File: src/rtl/alu_result_buffer_if.sv
// alu_result_buffer_if: EX-side push and MEM-side pop handshakes of the EX->MEM result buffer.
interface alu_result_buffer_if;
    logic        in_valid;
    logic        in_ready;
    logic [4:0]  in_op;
    logic [31:0] in_result;
    logic        in_overflow;
    logic        in_underflow;
    logic [3:0]  in_flag;
    logic [4:0]  in_rd;
    logic        out_valid;
    logic        out_ready;
    logic [31:0] out_result;
    logic [4:0]  out_rd;
    logic        out_wr_en;
    logic        out_ovf;
    modport master (
        output in_valid, in_op, in_result, in_overflow, in_underflow, in_flag, in_rd, out_ready,
        input  in_ready, out_valid, out_result, out_rd, out_wr_en, out_ovf
    );
    modport slave (
        input  in_valid, in_op, in_result, in_overflow, in_underflow, in_flag, in_rd, out_ready,
        output in_ready, out_valid, out_result, out_rd, out_wr_en, out_ovf
    );
endinterface

File: src/rtl/alu_result_buffer.sv
// alu_result_buffer: EX->MEM result FIFO with compare-flag register and saturating overflow counter.
// Optional ALU_EXC_TRAP_EN: arithmetic overflow on ADD..MUL suppresses the write and raises exc_pending_o.
module alu_result_buffer #(
    parameter int DEPTH = 2,
    parameter int CNT_W = 8
) (
    input  logic               clk,
    input  logic               rst_n,
    alu_result_buffer_if.slave bus,
    input  logic               flush_i,
    input  logic               exc_ack_i,
    output logic [3:0]         cmp_flags_o,
    output logic [CNT_W-1:0]   ovf_count_o,
    output logic               exc_pending_o
);
    localparam int PW = $clog2(DEPTH);
    localparam logic [4:0] OP_CMP = 5'd11;

    typedef struct packed {
        logic [31:0] result;
        logic [4:0]  rd;
        logic        wr_en;
        logic        ovf;
    } entry_t;

    entry_t           mem_q [DEPTH];
    entry_t           entry_d, head;
    logic [PW:0]      wr_ptr_q, wr_ptr_d, rd_ptr_q, rd_ptr_d;
    logic [3:0]       cmp_flags_q, cmp_flags_d;
    logic [CNT_W-1:0] ovf_count_q, ovf_count_d;
    logic             full, empty, push, pop, accept, ovf_in, trap;

    always_comb begin
        full        = (wr_ptr_q[PW] != rd_ptr_q[PW]) && (wr_ptr_q[PW-1:0] == rd_ptr_q[PW-1:0]);
        empty       = wr_ptr_q == rd_ptr_q;
        push        = bus.in_valid && !full;
        pop         = !empty && bus.out_ready;
        accept      = push && !flush_i;
        ovf_in      = bus.in_overflow || bus.in_underflow;
        wr_ptr_d    = flush_i ? '0 : wr_ptr_q + (PW+1)'(push);
        rd_ptr_d    = flush_i ? '0 : rd_ptr_q + (PW+1)'(pop);
        cmp_flags_d = (accept && bus.in_op == OP_CMP) ? bus.in_flag : cmp_flags_q;
        ovf_count_d = (accept && ovf_in && ovf_count_q != '1) ? ovf_count_q + CNT_W'(1) : ovf_count_q;
        // CMP and the reserved opcodes above it never write the register file
        entry_d     = '{result: bus.in_result, rd: bus.in_rd,
                        wr_en: (bus.in_op < OP_CMP) && (bus.in_rd != 5'd0) && !trap, ovf: ovf_in};
        head        = mem_q[rd_ptr_q[PW-1:0]];
    end

    assign bus.in_ready   = !full;
    assign bus.out_valid  = !empty;
    assign bus.out_result = empty ? '0 : head.result;
    assign bus.out_rd     = empty ? '0 : head.rd;
    assign bus.out_wr_en  = !empty && head.wr_en;
    assign bus.out_ovf    = !empty && head.ovf;
    assign cmp_flags_o    = cmp_flags_q;
    assign ovf_count_o    = ovf_count_q;

    always_ff @(posedge clk or negedge rst_n) begin
        if (!rst_n) begin
            wr_ptr_q    <= '0;
            rd_ptr_q    <= '0;
            cmp_flags_q <= '0;
            ovf_count_q <= '0;
            for (int i = 0; i < DEPTH; i++) mem_q[i] <= '0;
        end else begin
            wr_ptr_q    <= wr_ptr_d;
            rd_ptr_q    <= rd_ptr_d;
            cmp_flags_q <= cmp_flags_d;
            ovf_count_q <= ovf_count_d;
            if (accept) mem_q[wr_ptr_q[PW-1:0]] <= entry_d;
        end
    end

`ifdef ALU_EXC_TRAP_EN
    logic exc_pending_q, exc_pending_d;
    assign trap = ovf_in && (bus.in_op <= 5'd4);
    // a new trap outranks an acknowledge arriving in the same cycle
    assign exc_pending_d = (accept && trap) ? 1'b1 : exc_ack_i ? 1'b0 : exc_pending_q;
    assign exc_pending_o = exc_pending_q;
    always_ff @(posedge clk or negedge rst_n) begin
        if (!rst_n) exc_pending_q <= 1'b0;
        else        exc_pending_q <= exc_pending_d;
    end
`else
    logic unused_exc_ack;
    assign trap           = 1'b0;
    assign unused_exc_ack = exc_ack_i;
    assign exc_pending_o  = 1'b0;
`endif
endmodule
File: src/flat_wrapper.sv
// flat-port wrapper written by rule: the top's interface ports become plain ports
module alu_result_buffer_flat 
#(
    parameter int DEPTH = 2,
    parameter int CNT_W = 8
)
  (clk, rst_n, flush_i, exc_ack_i, cmp_flags_o, ovf_count_o, exc_pending_o, bus_in_valid, bus_in_op, bus_in_result, bus_in_overflow, bus_in_underflow, bus_in_flag, bus_in_rd, bus_out_ready, bus_in_ready, bus_out_valid, bus_out_result, bus_out_rd, bus_out_wr_en, bus_out_ovf);
  alu_result_buffer_if bus_i ();
  input  logic clk;
  input  logic rst_n;
  input  logic flush_i;
  input  logic exc_ack_i;
  output logic [3:0] cmp_flags_o;
  output logic [CNT_W-1:0] ovf_count_o;
  output logic exc_pending_o;
  input wire logic [$bits(bus_i.in_valid)-1:0] bus_in_valid;
  input wire logic [$bits(bus_i.in_op)-1:0] bus_in_op;
  input wire logic [$bits(bus_i.in_result)-1:0] bus_in_result;
  input wire logic [$bits(bus_i.in_overflow)-1:0] bus_in_overflow;
  input wire logic [$bits(bus_i.in_underflow)-1:0] bus_in_underflow;
  input wire logic [$bits(bus_i.in_flag)-1:0] bus_in_flag;
  input wire logic [$bits(bus_i.in_rd)-1:0] bus_in_rd;
  input wire logic [$bits(bus_i.out_ready)-1:0] bus_out_ready;
  output wire logic [$bits(bus_i.in_ready)-1:0] bus_in_ready;
  output wire logic [$bits(bus_i.out_valid)-1:0] bus_out_valid;
  output wire logic [$bits(bus_i.out_result)-1:0] bus_out_result;
  output wire logic [$bits(bus_i.out_rd)-1:0] bus_out_rd;
  output wire logic [$bits(bus_i.out_wr_en)-1:0] bus_out_wr_en;
  output wire logic [$bits(bus_i.out_ovf)-1:0] bus_out_ovf;
  assign bus_i.in_valid = bus_in_valid;
  assign bus_i.in_op = bus_in_op;
  assign bus_i.in_result = bus_in_result;
  assign bus_i.in_overflow = bus_in_overflow;
  assign bus_i.in_underflow = bus_in_underflow;
  assign bus_i.in_flag = bus_in_flag;
  assign bus_i.in_rd = bus_in_rd;
  assign bus_i.out_ready = bus_out_ready;
  assign bus_in_ready = bus_i.in_ready;
  assign bus_out_valid = bus_i.out_valid;
  assign bus_out_result = bus_i.out_result;
  assign bus_out_rd = bus_i.out_rd;
  assign bus_out_wr_en = bus_i.out_wr_en;
  assign bus_out_ovf = bus_i.out_ovf;
  alu_result_buffer #(.DEPTH(DEPTH), .CNT_W(CNT_W)) u_core (.clk(clk), .rst_n(rst_n), .bus(bus_i), .flush_i(flush_i), .exc_ack_i(exc_ack_i), .cmp_flags_o(cmp_flags_o), .ovf_count_o(ovf_count_o), .exc_pending_o(exc_pending_o));
endmodule
File: config.mk
export PLATFORM = sky130hd
export DESIGN_NAME = alu_result_buffer_flat
export DESIGN_NICKNAME = d
export VERILOG_FILES = /design/src/rtl/alu_result_buffer_if.sv /design/src/rtl/alu_result_buffer.sv /design/src/flat_wrapper.sv
export SDC_FILE = /design/constraint.sdc
export NUM_CORES = 1
export LEC_CHECK = 0
export CAP_MARGIN = 20
export CELL_PAD_IN_SITES_DETAIL_PLACEMENT = 1
export CELL_PAD_IN_SITES_GLOBAL_PLACEMENT = 1
export CORE_ASPECT_RATIO = 1.25
export CORE_MARGIN = 2
export CORE_UTILIZATION = 42
export DETAILED_ROUTE_END_ITERATION = 8
export GPL_TIMING_DRIVEN = 0
export PLACE_DENSITY = 0.83
export SLEW_MARGIN = 0
export SYNTH_ARGS = -nofsm -noshare
export SYNTH_HDL_FRONTEND = slang
export SYNTH_SLANG_ARGS = --single-unit
File: constraint.sdc
create_clock -name clk -period 3.8 [get_ports clk]
set_input_delay 0.76 -clock clk [delete_from_list [all_inputs] [get_ports clk]]
set_output_delay 0.76 -clock clk [all_outputs]
set_load 0.01 [all_outputs]
==> results.md <==
• **leakage power** 2.45 nW
• **sum of net half-perimeters after detailed placement** 7250 µm
• **post-cts resize count** 0
• **Core Region** 10,100 µm²
• **worst skew pair latency** 0.34 ns
• **post-synthesis register bit count** 94
• **number of clock sinks** 94
• **count of fill cells added during filler insertion** 1,028
• **status** finished clean
• **share of the clock period used by the worst path** 87.4%
• **fmax** 301 MHz
• **CTS Buf Count** 9
• **share of flip-flops with an asynchronous set or reset** 100%
• **nature of the critical path endpoint** output pin
• **All-Layer GR Usage** 19.6%
• **required time reported for the critical path endpoint** 3.04 ns
• **net count after synthesis** 395
• **number of detailed-route iterations in the first pass** 4
• **vias in the first global route** 3,380
• **post-route setup slack** 0.478 ns
• **vias per cell** 5.05
• **global-route congestion overflow total** 0
• **main area contributors after synthesis** sky130_fd_sc_hd__dfrtp_1 55%, sky130_fd_sc_hd__mux2_2 19%, sky130_fd_sc_hd__mux2i_1 9.5%
• **Highest Signal Layer** met4
• **post-placement setup slack** 0.789 ns
• **Cell Area, Synth** 4310 µm²
• **largest net degree at the start of global routing** 67
• **Startpoint Class** register
• **post-layout total power** 4.91 mW
• **post-CTS setup buffer count** 0
• **number of cells produced by synthesis** 338
• **critical path peak fanout** 10
• **total met3 wirelength after detailed routing** 390 µm
• **Net count, final** 512
• **clock-pin transition on the worst setup and hold timing paths** 0.07 ns
• **DIE AREA** 11,100 µm²
• **routed via count** 2,977
• **final core area utilization** 58.4%
• **number of remaining DRC errors** 0
• **largest area contributor in the netlist** sky130_fd_sc_hd__dfrtp_1
• **post-layout minimum cycle time** 3.32 ns
• **slew at the pin with the worst max-slew slack** 0.803 ns
• **Buffers on Ports** 105
• **Synth Warn #** 0
• **area added between synthesis and finish** 36.4%
• **layout cells sized above 1** 21.7%
• **sequential-to-total area share from yosys stat** 54.6%
• **minimum setup slack among reg-to-reg paths** 1.97 ns
• **Pwr Density** 836 nW/µm²
• **Slew headroom** 46.4%
• **number of distinct library cell variants in the gate-level netlist after synthesis** 31
• **number of DRC violations after detailed-routing iteration 0** 55
• **final worst clock skew** 0.00616 ns
• **number of H-tree levels** 3
• **total routed wire length on the met1 layer** 4060 µm
• **commonest cells after routing, fill and taps aside** 104 x sky130_fd_sc_hd__clkdlybuf4s50_1, 94 x sky130_fd_sc_hd__dfrtp_1, 72 x sky130_fd_sc_hd__mux2_2
• **type of the tightest min-delay check** primary input to asynchronous set/reset pin
• **classification of the worst setup path** register to output pin
• **Post-synth EDFFs** 0
• **buffer levels on the longest clock path** 2
• **chip width** 94.6 µm
• **ANT cells** 0
• **clock tree from TritonCTS** built
• **count of endpoints failing setup in the final report** 0
• **average cell area after synthesis** 12.7 µm²
• **cell at the root of the clock tree** sky130_fd_sc_hd__clkbuf_16
• **RD Place Congestion** 0.713
• **Final Hold Violating Endpoints** 0
• **wire length of the first global-routing pass** 16,300 µm
• **endpoint arrival time on the critical path** 2.56 ns
• **fraction of post-synthesis cell area in the top cell type by area** 54.6%
• **total I/O pin count** 108
• **setup_tns** 0 ns
• **setup repair after global routing missed its margin** no
• **fin. max-slew vios** 0
• **Wirelength per Cell** 16.9 µm
• **total length of routed met2 wires** 5400 µm
• **placed standard-cell area** 5550 µm²
• **number of max-cap violations** 0
• **Placement Rows** 41
• **commonest non-fill, non-tap cell in the layout** sky130_fd_sc_hd__clkdlybuf4s50_1
• **number of nets still failing antenna checks after routing** 0
• **Starting Density** 42.8%
• **ys flop type** sky130_fd_sc_hd__dfrtp_1
• **Die Y** 117 µm
• **hold-fix buffers at CTS** 0
• **final instance area** 5880 µm²
• **final wirelength** 9980 µm
• **worst IR drop on VDD** 0.344 mV
• **initial antenna violation count** 0
==> logic make-up after synthesis <==
group | after synthesis | share of synthesized area, %
mux | 123 | 31.0
flops | 94 | 54.6
simple gates | 74 | 7.61
buf+inv | 25 | 2.59
compound gates | 10 | 1.66
xor+xnor | 8 | 1.63
fa+ha+maj | 3 | 0.871
other cells | 1 | 0.0870
==> flip-flops by register name, summed over array words and instances (netlist names) <==
name                flops
u_core.cmp_flags_o      4
u_core.wr_ptr_q         2
u_core.mem_q           78
u_core.ovf_count_o      8
u_core.rd_ptr_q         2
==> cells in the mapped netlist, drive strengths merged, types with 3 or more instances <==
| cell type | count |
|---|---|
| clkbuf | 8 |
| xor2 | 4 |
| nand2 | 5 |
| nor3 | 4 |
| ha | 3 |
| nor2b | 4 |
| dfrtp | 94 |
| mux2 | 82 |
| inv | 5 |
| mux2i | 41 |
| nand3 | 4 |
| a21oi | 4 |
| buf | 12 |
| nor2 | 47 |
| xnor2 | 4 |
==> power by group <==
group / total [mW] / switching [mW] / internal (mW)
combinational: 2.19 / 0.952 / 1.24
sequential: 1.72 / 0.268 / 1.45
clock: 1.00 / 0.357 / 0.643
==> path summary, 6_finish.rpt <==
| path | from | to | cells past startpoint |
|---|---|---|---|
| max | u_core.rd_ptr_q[0] | bus_out_wr_en | 7 |
| max reg2reg | u_core.rd_ptr_q[0] | u_core.ovf_count_o[6] | 5 |
| min reg2reg | u_core.mem_q[58] | u_core.mem_q[58] | 1 |
| min | rst_n | u_core.mem_q[32] | 1 |
| min in group clk | u_core.mem_q[58] | u_core.mem_q[58] | 1 |
| max in group asynchronous | rst_n | u_core.mem_q[77] | 2 |
==> area by class of cell <==
cell class	count	area, µm²	area share [%]
clock buffers	12	236	4.02
inverters	5	18.8	0.319
multi-input cells	219	1840	31.4
plain buffers	20	92.6	1.58
well taps	129	161	2.75
flip-flops and latches	94	2350	40.0
repair buffers	106	1080	18.3
clock inverters	4	95.1	1.62
==> through the flow <==
stage	instances	hold WS [ns]
floorplan	338	0.457
finish	589	0.343
global route	589	0.357
CTS	589	0.342
global placement	572	0.466
detailed placement	573	0.479
==> per-layer routing <==
metal / track usage, % / vias up
li1: - / 1393
met1: 22.2 / 1506
met2: 36.2 / 66
met3: 5.12 / 12
met4: 5.51 / 0
met5: 0 / -
==> worst max-delay path, stage by stage (launching register included) <==
cell and delay (ns):
sky130_fd_sc_hd__dfrtp_1 0.38, sky130_fd_sc_hd__buf_2 0.15, sky130_fd_sc_hd__xnor2_1 0.25, sky130_fd_sc_hd__and2_1 0.16, sky130_fd_sc_hd__clkbuf_1 0.21, sky130_fd_sc_hd__clkbuf_1 0.44, sky130_fd_sc_hd__nor2_1 0.11, sky130_fd_sc_hd__clkdlybuf4s50_1 0.52
No activity file was read; power rests on OpenSTA's default activity.
